`config.mk`:
```
export PLATFORM = sky130hd
export DESIGN_NAME = laser_rx_frame_parser
export DESIGN_NICKNAME = d
export VERILOG_FILES = /design/src/rtl/laser_rx_frame_parser.sv
export SDC_FILE = /design/constraint.sdc
export NUM_CORES = 1
export LEC_CHECK = 0
export ABC_AREA = 1
export CAP_MARGIN = 20
export CORE_MARGIN = 3
export CORE_UTILIZATION = 32
export DETAILED_ROUTE_END_ITERATION = 8
export PLACE_DENSITY = 0.63
export SYNTH_ARGS = -nofsm -noshare
export SYNTH_HDL_FRONTEND = slang
export SYNTH_SLANG_ARGS = --single-unit
export TNS_END_PERCENT = 5
```
`constraint.sdc`:
```
create_clock -name clk_i -period 2.9 [get_ports clk_i]
set_input_delay 0.29 -clock clk_i [delete_from_list [all_inputs] [get_ports clk_i]]
set_output_delay 0.29 -clock clk_i [all_outputs]
set_load 0.005 [all_outputs]
```
`src/rtl/laser_rx_frame_parser.sv`:
```
// Laser response frame parser.
// Assembles the byte stream from the laser UART controller into frames of the
// form SOF, CMD, LEN, payload[LEN], CHK, EOF(0xFF). Good frames are presented
// as one registered result. Malformed or stalled frames raise an error pulse
// with a reason code. Both outcomes are tallied in saturating counters.
module laser_rx_frame_parser #(
  parameter logic [7:0]  SOF_BYTE    = 8'hAA,
  parameter int unsigned MAX_PAYLOAD = 8,
  parameter int unsigned TIMEOUT_CYC = 20000
) (
  input  logic        clk_i,
  input  logic        rst_i,
  input  logic [7:0]  laser_rx_data_i,
  input  logic        laser_rx_vld_i,
  input  logic        laser_rx_last_i,
  output logic        frame_vld_o,
  output logic [7:0]  frame_cmd_o,
  output logic [3:0]  frame_len_o,
  output logic [63:0] frame_payload_o,
  output logic        err_vld_o,
  output logic [2:0]  err_code_o,
  output logic [15:0] frame_cnt_o,
  output logic [15:0] err_cnt_o
);

  localparam int unsigned    GAP_W    = (TIMEOUT_CYC > 2) ? $clog2(TIMEOUT_CYC) : 1;
  localparam logic [GAP_W-1:0] GAP_LAST = GAP_W'(TIMEOUT_CYC - 1);
  localparam logic [7:0]     MAX_LEN  = 8'(MAX_PAYLOAD);

  localparam logic [2:0] ERR_LEN     = 3'd1;
  localparam logic [2:0] ERR_CHK     = 3'd2;
  localparam logic [2:0] ERR_EOF     = 3'd3;
  localparam logic [2:0] ERR_EARLY_FF = 3'd4;
  localparam logic [2:0] ERR_TIMEOUT = 3'd5;

  typedef enum logic [2:0] {
    ST_IDLE    = 3'd0,
    ST_CMD     = 3'd1,
    ST_LEN     = 3'd2,
    ST_PAYLOAD = 3'd3,
    ST_CHK     = 3'd4,
    ST_EOF     = 3'd5
  } state_t;

  // Running checksum update: XOR accumulation of one byte.
  function automatic logic [7:0] f_chk_acc(input logic [7:0] acc, input logic [7:0] b);
    return acc ^ b;
  endfunction

  // Saturating increment for the 16-bit event counters.
  function automatic logic [15:0] f_sat_inc(input logic [15:0] cnt);
    return (cnt == 16'hFFFF) ? cnt : (cnt + 16'd1);
  endfunction

  // Frame assembly state
  state_t             r_state;
  logic [7:0]         r_cmd;
  logic [3:0]         r_len;
  logic [3:0]         r_idx;
  logic [63:0]        r_pay;
  logic [7:0]         r_chk;
  logic [GAP_W-1:0]   r_gap;

  // Registered outputs
  logic               r_frame_vld;
  logic [7:0]         r_frame_cmd;
  logic [3:0]         r_frame_len;
  logic [63:0]        r_frame_payload;
  logic               r_err_vld;
  logic [2:0]         r_err_code;
  logic [15:0]        r_frame_cnt;
  logic [15:0]        r_err_cnt;

  // Next-state values
  state_t             w_state;
  logic [7:0]         w_cmd;
  logic [3:0]         w_len;
  logic [3:0]         w_idx;
  logic [63:0]        w_pay;
  logic [7:0]         w_chk;
  logic [GAP_W-1:0]   w_gap;
  logic               w_abort;
  logic [2:0]         w_abort_code;
  logic               w_good;

  // Next-state decode: frame walk, abort priority, inter-byte timeout.
  always_comb begin
    w_state      = r_state;
    w_cmd        = r_cmd;
    w_len        = r_len;
    w_idx        = r_idx;
    w_pay        = r_pay;
    w_chk        = r_chk;
    w_gap        = r_gap;
    w_abort      = 1'b0;
    w_abort_code = 3'd0;
    w_good       = 1'b0;

    if (laser_rx_vld_i) begin
      w_gap = {GAP_W{1'b0}};
    end else if (r_state != ST_IDLE) begin
      w_gap = r_gap + GAP_W'(1);
    end else begin
      w_gap = {GAP_W{1'b0}};
    end

    case (r_state)
      ST_IDLE: begin
        // Only SOF starts a frame; the assembly registers restart clean so
        // short frames report zeros in their unused payload bytes.
        if (laser_rx_vld_i && (laser_rx_data_i == SOF_BYTE)) begin
          w_state = ST_CMD;
          w_cmd   = 8'h00;
          w_len   = 4'd0;
          w_idx   = 4'd0;
          w_pay   = 64'd0;
          w_chk   = 8'h00;
        end else begin
          w_state = ST_IDLE;
        end
      end

      ST_CMD: begin
        if (!laser_rx_vld_i) begin
          w_state = ST_CMD;
        end else if (laser_rx_last_i) begin
          w_abort      = 1'b1;
          w_abort_code = ERR_EARLY_FF;
        end else begin
          w_cmd   = laser_rx_data_i;
          w_chk   = f_chk_acc(8'h00, laser_rx_data_i);
          w_state = ST_LEN;
        end
      end

      ST_LEN: begin
        if (!laser_rx_vld_i) begin
          w_state = ST_LEN;
        end else if (laser_rx_last_i) begin
          w_abort      = 1'b1;
          w_abort_code = ERR_EARLY_FF;
        end else if (laser_rx_data_i > MAX_LEN) begin
          w_abort      = 1'b1;
          w_abort_code = ERR_LEN;
        end else begin
          w_len   = laser_rx_data_i[3:0];
          w_chk   = f_chk_acc(r_chk, laser_rx_data_i);
          w_idx   = 4'd0;
          w_state = (laser_rx_data_i == 8'h00) ? ST_CHK : ST_PAYLOAD;
        end
      end

      ST_PAYLOAD: begin
        if (!laser_rx_vld_i) begin
          w_state = ST_PAYLOAD;
        end else if (laser_rx_last_i) begin
          w_abort      = 1'b1;
          w_abort_code = ERR_EARLY_FF;
        end else begin
          w_pay[{r_idx[2:0], 3'b000} +: 8] = laser_rx_data_i;
          w_chk = f_chk_acc(r_chk, laser_rx_data_i);
          w_idx = r_idx + 4'd1;
          if (r_idx == (r_len - 4'd1)) begin
            w_state = ST_CHK;
          end else begin
            w_state = ST_PAYLOAD;
          end
        end
      end

      ST_CHK: begin
        if (!laser_rx_vld_i) begin
          w_state = ST_CHK;
        end else if (laser_rx_last_i) begin
          w_abort      = 1'b1;
          w_abort_code = ERR_EARLY_FF;
        end else if (laser_rx_data_i != r_chk) begin
          w_abort      = 1'b1;
          w_abort_code = ERR_CHK;
        end else begin
          w_state = ST_EOF;
        end
      end

      ST_EOF: begin
        if (!laser_rx_vld_i) begin
          w_state = ST_EOF;
        end else if (laser_rx_data_i == 8'hFF) begin
          w_good  = 1'b1;
          w_state = ST_IDLE;
        end else begin
          w_abort      = 1'b1;
          w_abort_code = ERR_EOF;
        end
      end

      default: begin
        w_state = ST_IDLE;
      end
    endcase

    // A strobe in the final gap cycle wins over the timeout.
    if (!laser_rx_vld_i && (r_state != ST_IDLE) && (r_gap == GAP_LAST)) begin
      w_abort      = 1'b1;
      w_abort_code = ERR_TIMEOUT;
    end else begin
      w_abort      = w_abort;
    end

    // Any abort drops back to IDLE without reinterpreting the offending byte.
    if (w_abort) begin
      w_state = ST_IDLE;
      w_cmd   = 8'h00;
      w_len   = 4'd0;
      w_idx   = 4'd0;
      w_pay   = 64'd0;
      w_chk   = 8'h00;
      w_gap   = {GAP_W{1'b0}};
    end else begin
      w_state = w_state;
    end
  end

  // State, assembly and output registers with synchronous reset.
  always_ff @(posedge clk_i) begin
    if (rst_i) begin
      r_state         <= ST_IDLE;
      r_cmd           <= 8'h00;
      r_len           <= 4'd0;
      r_idx           <= 4'd0;
      r_pay           <= 64'd0;
      r_chk           <= 8'h00;
      r_gap           <= {GAP_W{1'b0}};
      r_frame_vld     <= 1'b0;
      r_frame_cmd     <= 8'h00;
      r_frame_len     <= 4'd0;
      r_frame_payload <= 64'd0;
      r_err_vld       <= 1'b0;
      r_err_code      <= 3'd0;
      r_frame_cnt     <= 16'd0;
      r_err_cnt       <= 16'd0;
    end else begin
      r_state     <= w_state;
      r_cmd       <= w_cmd;
      r_len       <= w_len;
      r_idx       <= w_idx;
      r_pay       <= w_pay;
      r_chk       <= w_chk;
      r_gap       <= w_gap;
      r_frame_vld <= w_good;
      r_err_vld   <= w_abort;
      if (w_good) begin
        r_frame_cmd     <= r_cmd;
        r_frame_len     <= r_len;
        r_frame_payload <= r_pay;
        r_frame_cnt     <= f_sat_inc(r_frame_cnt);
      end
      if (w_abort) begin
        r_err_code <= w_abort_code;
        r_err_cnt  <= f_sat_inc(r_err_cnt);
      end
    end
  end

  assign frame_vld_o     = r_frame_vld;
  assign frame_cmd_o     = r_frame_cmd;
  assign frame_len_o     = r_frame_len;
  assign frame_payload_o = r_frame_payload;
  assign err_vld_o       = r_err_vld;
  assign err_code_o      = r_err_code;
  assign frame_cnt_o     = r_frame_cnt;
  assign err_cnt_o       = r_err_cnt;

endmodule

```
[Word level (Yosys, flattened, before mapping)]
Cells that the tools add are included.
Operators by class
  equal/unequal tests: 27
  bitwise gates (word level): 4
  shift-type cells: 2
  add/subtract/negate cells: 6
  magnitude comparators: 1
  multiplexer cells: 69
  reductions and logical operators: 23
Operators with widths (number)
  $mux 64: 3
  $pmux 64 s2: 1
  $bwmux 64: 1
  $mux 8: 8
  $shift 8x8->64 const A: 1
  $shiftx 8x8->64: 1
  $mux 3: 21
  $mux 4: 9
  $add 16x1->16 const B: 2
  $eq 16x16->1 const B: 2
  $pmux 8 s4: 1
  $ne 3x3->1 const B: 7
  $pmux 3 s6: 1
  $eq 8x8->1 const B: 2
  $mux 1: 16
  $ne 2x2->1 const B: 8
  $pmux 8 s2: 1
  $add 15x1->15 const B: 1
  $eq 15x15->1 const B: 1
  $reduce_and 7->1: 2
  $pmux 3 s4: 1
  $pmux 4 s3: 1
  $reduce_and 9->1: 1
  $gt 8x4->1 const B: 1
  other kinds (25): 39
Storage, ports and cells
  input port bits: 12
  output and inout bits: 113
  logic and storage cells: 147
  flip-flop bits (word level): 219

[Depth between registers and ports, before layout]
  depth in word-level cells: 7
  mapped depth: 13
  gate-level depth less buffers: 12

[Least setup slack after synthesis]
No wires, ideal clock.
  kind: reg-to-reg
  start: reg r_idx[0]
  end: reg r_pay[0]
  data required time: 2.780 ns
  stages on the path, launching flop included: 9
  period minus slack after synthesis: 2.191 ns
  arrival: 2.072 ns
  library setup time: 0.120 ns
  path buffers: 1
  setup slack: 0.709 ns
  cells stage by stage: dfxtp_1 inv_1 ha_1 ha_1 clkbuf_1 nor4_2 o21ai_1 nand2_1 a21oi_1
Between the ends
  cells in the longest elaborated chain, start to end: 6
  elaborated cells on any way between the ends: 7
  classes of those cells: 1 x add/sub; 2 x shift; 4 x mux
Ends and longest elaborated chain
  start: declaration: RTL line 59  | logic [3:0] r_idx;
  start signal: assignment: RTL line 246  | r_idx <= w_idx;
  $neg 6->8 *: RTL line 160  | w_pay[{r_idx[2:0], 3'b000} +: 8] = laser_rx_data_i;
  $shiftx 8x8->64 or $shift 8x8->64 (tied branches): RTL line 160
  $bwmux 64 *: RTL line 160
  $mux 64 *: RTL line 156  | end else if (laser_rx_last_i) begin
  $mux 64 *: RTL line 154  | if (!laser_rx_vld_i) begin
  $pmux 64 s2 *: RTL line 107  | case (r_state)
  end signal: assignment: RTL line 247  | r_pay <= w_pay;
  end: declaration: RTL line 60  | logic [63:0] r_pay;
Every way passes the cells marked *; elsewhere a longest branch is shown, timed or not. The select of a mux whose other input is x is not followed.
A chain may end at the register's enable or synchronous reset.

[Worst setup path in the final report]
  start: reg r_idx[0]
  end: reg r_pay[48]
The elaborated chain is that of the path after synthesis.

==> results.cfg <==
[timing]
max_freq_mhz = 422.8
final-setup-viol-count = 0
rsz0062_at_grt = no
hold_viol = 0
relSlewSlack = 0.5751
min_period_over_period = 0.8156
hold_slack_ps = 447.4
post-route-min-period_ps = 2365
final.setup.tns_ps = 0
drv_slew = 0
tightest_slew_ps = 633.0
setup_ws_ps = 534.8
finClkSkew_ps = 22.65

[clock_tree]
clock-root-buffer = clkbuf_16
h-tree-depth = 1
clkLatencyLatePin_ps = 540
max-clock-path-buffers = 3
path_clk_slew_ps = 60
cts_hold_repair.buffers = 0
clock_sinks = 219
tritoncts = built
numCtsBuffers = 25
post_cts.repair.setup_buffers = 0
cts-resized-gates = 0

[routing]
totalWireLength_mm = 26.71
vias_per_cell = 4.905
wl_per_cell_um = 14.45
firstDrtPassIters = 5
vias = 9069
drc = 0
initialDrtViolationCount = 625
antenna_left = 0

[flow_run]
maxCapViolCount = 0

[floorplanning]
dieArea_um2 = 31850
core_area_um2 = 29010
rows = 62
start_util = 0.3281
num_io_pins = 125
fp.dieH_um = 178.5
die_x_um = 178.5

[final_layout]
finish.instance_area_um2 = 12170
diodes = 0
instances_no_fill = 1849
nNetsFinal = 1467
drive_gt1_frac = 0.08259
area_growth_pct = 27.84
utilization = 0.4194

[synth]
synth_nets = 1333
ys_warn_count = 0
yosys.cell_types.count = 39
synth.top_cells.by_area = dfxtp_1 46%, nand2_1 10%, nor2_1 9.3%
synth_ff_type = dfxtp_1
synthCells = 1314
synth_top_area_share = 0.4606
yosys.area.top_type = dfxtp_1
async_flop_share = 0
syn-cell-area_um2 = 9518
synth_edf_count = 0
yosysSeqAreaShare = 0.4606
ys_ff_latch = 219
syn_area_per_cell_um2 = 7.243

[pwr]
pwr-share-seq = 0.467
combPwrFrac = 0.020
power_mw = 6.445
power.leakage_nw = 4.752
peakVddDrop_v = 0.0004196
power.density_nw_per_um2 = 529.7
swShare = 0.2133
power_switching_mw = 1.375
p_int_mw = 5.070
p_clk_frac = 0.513

[global_route]
grt_max_degree = 89
grtUsageTotal = 0.1654
grt_first_pass_wirelength_mm = 43.90
first_global_vias = 8574
overflow = 0
antenna_found_initial = 0

[setup_path]
critPathKind = register to register
required_ps = 3370
path_max_fanout = 9
cp_slowest_stage_delay_ps = 480
crit_chain = inv_1 > ha_1 > ha_1 > inv_1 > nand3_1 > inv_2 > o21ai_1 > nand2_1 > a21oi_2
cp_slowest_cell = dfxtp_1
regToRegSetupSlack_ps = 530
arrival_ps = 2830
cp_num_buf_inv = 3
end_kind = register
startpoint_type = register
crit_family = adder cells

[placed_design]
place.port_buffers = 124
dp_cells = 1805
place_ws_ps = 278.6
placed_area_um2 = 11310
place_congestion = 0.9045
dp_hpwl_mm = 18.42

[status]
status = finished clean

[hold_path]
hold_path_class = register to register
==> synth_stat cells (3+ instances only) <==
library cell	n
nand2_1	263
nor2_1	235
dfxtp_1	219
nand3_1	144
a21oi_1	100
o21ai_0	95
inv_1	68
clkbuf_1	31
nor3_1	21
a21oi_2	20
xnor2_1	19
xor2_1	17
buf_2	11
o21ai_1	9
buf_4	8
o22ai_1	8
ha_1	7
inv_2	7
nor2_2	5
buf_6	3
nand4_1	3
==> logic make-up (layout without fill, tap and decap cells) <==
group / Yosys count / in the layout / share of synthesized area
and+or+nand+nor: 686 / 686 / 0.3046
DFF: 219 / 219 / 0.4606
AOI/OAI and AO/OA: 235 / 235 / 0.1338
xor gates and xnor gates: 36 / 36 / 0.03313
buffers and inverters: 131 / 282 / 0.05863
adders and majority gates: 7 / 7 / 0.009202
==> worst register-to-register path: stages (launching register included) <==
cell and delay [ps]:
dfxtp_1 480, inv_1 170, ha_1 230, ha_1 380
inv_1 100, nand3_1 120, inv_2 90, o21ai_1 440
nand2_1 130, a21oi_2 150
==> area by class of cell <==
class	count	area, µm²
tap	384	480.5
fill	2971	16840
clock buffer	34	689.4
sequential	219	4384
multi-input combinational	964	4588
clock inverter	10	167.7
timing repair buffer	161	1569
inverter	77	289.0
==> power groups by stage <==
stage               logic, mW  clock network (mW)  registers (mW)
detailed placement      0.130                   0            3.08
global route            0.144                3.51            3.01
floorplan              0.0802                   0            3.08
finish                  0.130                3.31            3.01
global placement        0.129                   0            3.08
CTS                     0.131                3.38            3.01
==> layer usage <==
metal | up-vias | track usage | wire length [µm]
li1 | 4569 | - | -
met1 | 4178 | 0.2356 | 12750
met2 | 280 | 0.2610 | 11810
met3 | 42 | 0.02490 | 1612
met4 | 0 | 0.04351 | 541
met5 | - | 0 | 0
==> worst paths after layout <==
check,start,end,depth (start not counted)
hold reg to reg,r_gap[0],r_gap[0],1
setup / recovery,r_idx[0],r_pay[48],9
hold / removal,r_gap[0],r_gap[0],1
setup reg to reg,r_idx[0],r_pay[48],9
==> placed cells by master (no fill, tap or decap), types with 2 or more instances in the layout <==
cell / Yosys / final
o22ai_1: 8 / 8
a21oi_2: 20 / 20
dfxtp_1: 219 / 219
buf_4: 8 / 33
bufinv_16: 0 / 4
inv_1: 68 / 66
xor2_1: 17 / 17
clkbuf_16: 0 / 25
clkinv_2: 0 / 4
nor2_1: 235 / 235
nand4_2: 2 / 2
and3_1: 2 / 2
nand3_1: 144 / 143
clkbuf_8: 0 / 3
xnor2_1: 19 / 19
clkinv_1: 2 / 2
ha_1: 7 / 7
nor3_1: 21 / 21
nand2_1: 263 / 263
buf_12: 0 / 4
a21oi_1: 100 / 100
inv_2: 7 / 9
clkbuf_1: 31 / 6
o21ai_1: 9 / 9
nor2_2: 5 / 5
nand4_1: 3 / 3
clkdlybuf4s50_1: 0 / 124
o21ai_0: 95 / 95
==> flip-flops by register name, indices dropped and copies added (netlist names), 8 cells and up <==
| signal | cells |
|---|---|
| frame_payload_o | 64 |
| r_pay | 64 |
| err_cnt_o | 16 |
| frame_cnt_o | 16 |
| r_gap | 15 |
| frame_cmd_o | 8 |
| r_chk | 8 |
| r_cmd | 8 |
Power figures use the tool's default switching activity.
